$ cat config.mk
export PLATFORM = sky130hd
export DESIGN_NAME = aes_core_sched
export DESIGN_NICKNAME = d
export VERILOG_FILES = /design/src/rtl/aes_sched_pkg.sv /design/src/rtl/aes_rr_arb2.sv /design/src/rtl/aes_core_sched.sv
export SDC_FILE = /design/constraint.sdc
export NUM_CORES = 1
export LEC_CHECK = 0
export BUFFER_PORTS_ARGS = -buffer_cell sky130_fd_sc_hd__buf_2
export CORE_AREA = 3 3 401 403
export DETAILED_ROUTE_END_ITERATION = 7
export DIE_AREA = 0 0 404 406
export REMOVE_ABC_BUFFERS = 1
export SLEW_MARGIN = 20
export SYNTH_ARGS = -nofsm -noshare
export SYNTH_HDL_FRONTEND = slang
export SYNTH_SLANG_ARGS = --single-unit
$ cat constraint.sdc
create_clock -name CLK -period 3.6 [get_ports CLK]
set_input_delay 0.36 -clock CLK [delete_from_list [all_inputs] [get_ports CLK]]
set_output_delay 0.36 -clock CLK [all_outputs]
set_load 0.1 [all_outputs]
$ cat src/rtl/aes_sched_pkg.sv
// Shared types and widths for the AES-128 core scheduler.
package aes_sched_pkg;

    localparam int unsigned HALF_W       = 64;
    localparam int unsigned BLK_W        = 128;
    localparam int unsigned CORE_LAT_MAX = 63;
    localparam int unsigned CNT_W        = $clog2(CORE_LAT_MAX + 1);

    localparam logic MODE_ENC = 1'b0;
    localparam logic MODE_DEC = 1'b1;

    typedef enum logic [2:0] {
        IDLE,
        LOAD_HI,
        LOAD_LO,
        WAIT,
        CAP_HI,
        CAP_LO,
        RESP
    } state_t;

endpackage

$ cat src/rtl/aes_rr_arb2.sv
// Two-way round-robin arbiter; the pointer moves to the loser after every accept.
module aes_rr_arb2 (
    input  logic       clk,
    input  logic       rst_n,
    input  logic [1:0] req,
    input  logic       accept,
    output logic [1:0] gnt
);

    logic ptr;

    always_comb begin
        gnt = '0;
        if (req[0] && req[1]) begin
            gnt[ptr] = 1'b1;
        end else begin
            gnt = req;
        end
    end

    always_ff @(posedge clk or negedge rst_n) begin
        if (!rst_n) begin
            ptr <= 1'b0;
        end else if (accept) begin
            ptr <= gnt[0];
        end
    end

endmodule

$ cat src/rtl/aes_core_sched.sv
// Arbitrates two clients onto one AES-128 core: two load beats, fixed-latency wait,
// two capture beats, then a held response to the owning client.
module aes_core_sched
    import aes_sched_pkg::*;
#(
    parameter int unsigned CORE_LAT = 11
) (
    input  logic              CLK,
    input  logic              reset,
    input  logic [1:0]        req_valid,
    output logic [1:0]        req_ready,
    input  logic [1:0]        req_mode,
    input  logic [BLK_W-1:0]  req_data0,
    input  logic [BLK_W-1:0]  req_data1,
    input  logic [BLK_W-1:0]  req_key0,
    input  logic [BLK_W-1:0]  req_key1,
    output logic [1:0]        rsp_valid,
    input  logic [1:0]        rsp_ready,
    output logic [BLK_W-1:0]  rsp_text,
    output logic [BLK_W-1:0]  rsp_key10,
    output logic              core_start,
    output logic              core_select,
    output logic [HALF_W-1:0] core_data,
    output logic [HALF_W-1:0] core_key,
    input  logic [HALF_W-1:0] core_text,
    input  logic [HALF_W-1:0] core_key10,
    output logic              busy
);

    localparam logic [CNT_W-1:0] LAT_LAST = CNT_W'(CORE_LAT - 1);

    state_t             state, state_nxt;
    logic [1:0]         gnt;
    logic               accept;
    logic               owner;
    logic               sel_q;
    logic [CNT_W-1:0]   cnt;
    logic [BLK_W-1:0]   blk_data, blk_key;
    logic [BLK_W-1:0]   res_text, res_key10;

    assign accept = (state == IDLE) && (gnt != '0);

    aes_rr_arb2 u_arb (
        .clk    (CLK),
        .rst_n  (reset),
        .req    (req_valid),
        .accept (accept),
        .gnt    (gnt)
    );

    always_ff @(posedge CLK or negedge reset) begin
        if (!reset) begin
            state <= IDLE;
        end else begin
            state <= state_nxt;
        end
    end

    // cnt holds the number of cycles since LOAD_HI; a short latency skips WAIT entirely
    always_comb begin
        state_nxt = state;
        unique case (state)
            IDLE:    if (accept) state_nxt = LOAD_HI;
            LOAD_HI: state_nxt = LOAD_LO;
            LOAD_LO: state_nxt = (cnt == LAT_LAST) ? CAP_HI : WAIT;
            WAIT:    if (cnt == LAT_LAST) state_nxt = CAP_HI;
            CAP_HI:  state_nxt = CAP_LO;
            CAP_LO:  state_nxt = RESP;
            RESP:    if (rsp_ready[owner]) state_nxt = IDLE;
            default: state_nxt = IDLE;
        endcase
    end

    always_comb begin
        req_ready  = '0;
        rsp_valid  = '0;
        core_start = 1'b0;
        core_data  = '0;
        core_key   = '0;
        unique case (state)
            IDLE: req_ready = gnt;
            LOAD_HI: begin
                core_start = 1'b1;
                core_data  = blk_data[BLK_W-1:HALF_W];
                core_key   = blk_key[BLK_W-1:HALF_W];
            end
            LOAD_LO: begin
                core_data = blk_data[HALF_W-1:0];
                core_key  = blk_key[HALF_W-1:0];
            end
            RESP: rsp_valid[owner] = 1'b1;
            default: ;
        endcase
    end

    assign busy        = (state != IDLE);
    assign core_select = sel_q;
    assign rsp_text    = res_text;
    assign rsp_key10   = res_key10;

    // sel_q loads on accept so Select changes exactly at LOAD_HI and holds until the next job
    always_ff @(posedge CLK or negedge reset) begin
        if (!reset) begin
            owner     <= 1'b0;
            sel_q     <= MODE_ENC;
            cnt       <= '0;
            blk_data  <= '0;
            blk_key   <= '0;
            res_text  <= '0;
            res_key10 <= '0;
        end else begin
            if (accept) begin
                owner    <= gnt[1];
                sel_q    <= req_mode[gnt[1]];
                blk_data <= gnt[1] ? req_data1 : req_data0;
                blk_key  <= gnt[1] ? req_key1  : req_key0;
            end
            if (state == LOAD_HI) begin
                cnt <= CNT_W'(1);
            end else if (state == LOAD_LO || state == WAIT) begin
                cnt <= cnt + CNT_W'(1);
            end
            if (state == CAP_HI) begin
                res_text[BLK_W-1:HALF_W]  <= core_text;
                res_key10[BLK_W-1:HALF_W] <= core_key10;
            end
            if (state == CAP_LO) begin
                res_text[HALF_W-1:0]  <= core_text;
                res_key10[HALF_W-1:0] <= core_key10;
            end
        end
    end

endmodule

==> key figures <==
Logic synthesis
  • Most used DFF post-synth: dfrtp_1
  • Post-synthesis instance area: around 24,000 um^2
  • Ys async rst share: 100%
  • Avg Cell Area, Syn: ~11 um^2
  • Top cells by area, synth: dfrtp_1 (55%), inv_1 (12%), mux2_2 (12%)
  • Number of synthesized flops with an enable pin: 0
  • Synth Instances: ~2,100
  • Cell variety after synth: 34
  • Synth area leader: dfrtp_1
  • Synth top area share: between 50% and 60%
  • Synth Register Bits: 524
  • Sequential-to-total area share from yosys stat: about 55%
  • Ys Warns: 0

Final layout
  • Final nets: 4,408
  • Layout area overhead: 70.6%
  • Design area: 40,900 um^2
  • Fraction of layout cells with a size suffix above 1: between 30% and 40%
  • Post-route core utilization: 25.9%

Global routing
  • Vias in the first global route: around 25,000
  • First-pass GRT wire length: 182,000 um
  • Total grt overflow: 0
  • Antenna violations before repair: between 60 and 70
  • GRT Resource Usage Total: between 15 and 20%
  • Pin count of the biggest net entering global routing: 129

STA
  • F_max: a little under 0.3 GHz
  • Unrepaired setup endpoints after global routing: no
  • Slew of the pin with the lowest slew margin: between 1 and 1.5 ns
  • TNS Setup: 0 ns
  • Post-route minimum period: ~3.4 ns
  • Relative slew slack: roughly a third
  • Final setup vio count: 0
  • Final Hold Fails: 0
  • Fin worst setup slack: about 0.18 ns
  • Skew final: ~0.018 ns
  • Tcrit/Tclk final: between 90% and 100%
  • Max-slew violations: 0

CTS
  • Worst-path clk slew: ~0.06 ns
  • CTS H-Tree Depth: 2
  • Post-CTS setup buffers: 0
  • Worst-Skew Late Latency: 0.65 ns
  • Sink Count: 524
  • Hold Buf Count CTS: ~600
  • CTS tree: built
  • Total CTS buffers: approximately 60
  • Post-cts resize count: 0
  • Root Driver: clkbuf_16
  • CTS Buffer Depth: 3

Worst setup path
  • Buf+Inv Stages, Crit Path: 2
  • Crit path cell chain: nand2b_1 > nand2b_4 > buf_12 > o32ai_1 > buf_2
  • Crit path capture type: output port
  • Worst Path Arrival: between 3 and 4 ns
  • FF-to-FF End: blk_data[14]
  • Reg2Reg Setup Slack: 0.54 ns
  • Cell count of the worst reg-to-reg path: 5
  • CP max stage delay: approximately 0.52 ns
  • Crit path max fanout: 55
  • Data required, critical path: about 3.2 ns
  • CP top delay family: buffers and inverters
  • CP startpoint kind: flip-flop
  • Reg-to-Reg Start: state[1]
  • Crit Path Category: reg2out
  • CP max stage cell: dfrtp_1

Pwr
  • Pleak: 21.5 nW
  • Pwr dens: ~1100 nW/um^2
  • Max IR drop VDD: a little under 900 uV

Place
  • GP Congestion: ~0.9
  • Port Buffers: slightly above 1,000
  • Worst slack, placed: slightly below 0.9 ns
  • DP Area: between 30,000 and 40,000 um^2
  • HPWL after DPL: 102,000 um

Outcome
  • Failing checks: design-rule violations
  • Status: finished with violations

Detailed routing
  • Router iterations before antenna repair: 8
  • Antenna Nets Post-Route: 0
  • WL per Instance: ~23 um
  • Via count: ~24,000
  • Routed Wire Length: 134,000 um
  • # DRC: 86
  • DR iter-0 viols: 2,862
  • Via density: 4.11

Die
  • Initial Utilization: approximately 15%
  • I/O pin count: 1,039
  • Die ar.: around 160,000 um^2
  • Core ar.: around 160,000 um^2
  • Die H: 406 um
  • Rows: 146
  • Die width: 404 um

Hold path
  • Min-delay worst type: in2reg
  • Hold-critical path endpoint: rsp_text[25]
  • WHS Path Cells: 2
  • Hold_sp: core_text[25]

Run
  • Max-cap viol count: 0
## layer usage
layer	up-vias	track usage, %	wire length, um
met5	-	0	146
met4	22	5.41	5390
met3	296	4.82	11100
met2	1360	26.7	65600
met1	12000	17.8	51700
li1	10600	-	-
## sequential cells by signal (all words and copies together) (netlist names)
signal / cells
blk_data: 128
blk_key: 128
rsp_key10: 128
rsp_text: 128
cnt: 6
state: 3
core_select: 1
owner: 1
u_arb.ptr: 1
## Yosys cell counts, drive strengths merged (2+ instances only)
master,n
nor2,3
o21ai,5
and3,2
ha,2
mux2,258
dfrtp,524
or3,2
inv,776
a222oi,257
buf,104
nand3,2
o32ai,129
nor3,3
a21oi,4
clkbuf,55
nand2,6
nand2b,5
## cell usage in the layout (no fill, tap or decap), types with 3 or more instances in the layout
cell           count
buf_2            952
inv_1            776
dlygate4sd3_1    605
dfrtp_1          523
mux2_2           258
a222oi_1         257
o32ai_1          127
buf_12            96
clkbuf_16         61
buf_4             51
diode_2           37
clkbuf_8          17
clkbuf_1          10
clkinv_2           8
nand2_1            6
bufinv_16          6
o21ai_0            4
a21oi_1            4
nor2_1             3
nand2b_1           3
clkinvlp_4         3
## area by class of cell
cell class	count	area, um^2
Antenna cell	37	92.6
Clock buffer	88	1800
Clock inverter	23	320
Fill cell	16500	117000
Inverter	776	2910
Multi-Input combinational cell	690	6950
Sequential cell	524	13100
Tap cell	2072	2590
Timing Repair Buffer	1705	13100
## worst max-delay path by stage
stage | from | to | cells past startpoint
global route | state[1] | core_start | 5
detailed placement | state[1] | core_start | 5
floorplan | state[0] | rsp_key10[100] | 2
finish | state[1] | core_data[48] | 5
CTS | state[1] | core_start | 5
global placement | state[1] | core_key[0] | 3
## metrics by stage
step | hold WS, ns | power, W | cells
3_3_place_gp | 0.360 | 0.0343 | 5162
5_1_grt | 0.00111 | 0.0450 | 5893
3_5_place_dp | 0.372 | 0.0345 | 5162
2_1_floorplan | 0.0644 | 0.0270 | 1990
6_report | 0.0353 | 0.0434 | 5915
4_1_cts | 0.000209 | 0.0435 | 5877
## kinds of logic (layout without fill, tap and decap cells)
family                   count (synthesis)  after routing  synth area share (%)
AO/OA/AOI/OAI                          403            403                  15.9
adder cells (fa/ha/maj)                  2              2                 0.104
buffers and inverters                  935           2592                  16.6
flip-flops                             524            524                  54.6
multiplexers                           258            258                  12.1
other                                    0             37                     0
AND/OR/NAND/NOR                         27             27                 0.641
## power by group
| group | total (W) | internal [W] | switching [W] |
|---|---|---|---|
| clock network | 0.00662 | 0.00390 | 0.00272 |
| logic | 0.0275 | 0.00730 | 0.0202 |
| registers | 0.00923 | 0.00831 | 0.000916 |
Note: power is estimated with default switching activity, not from simulation.
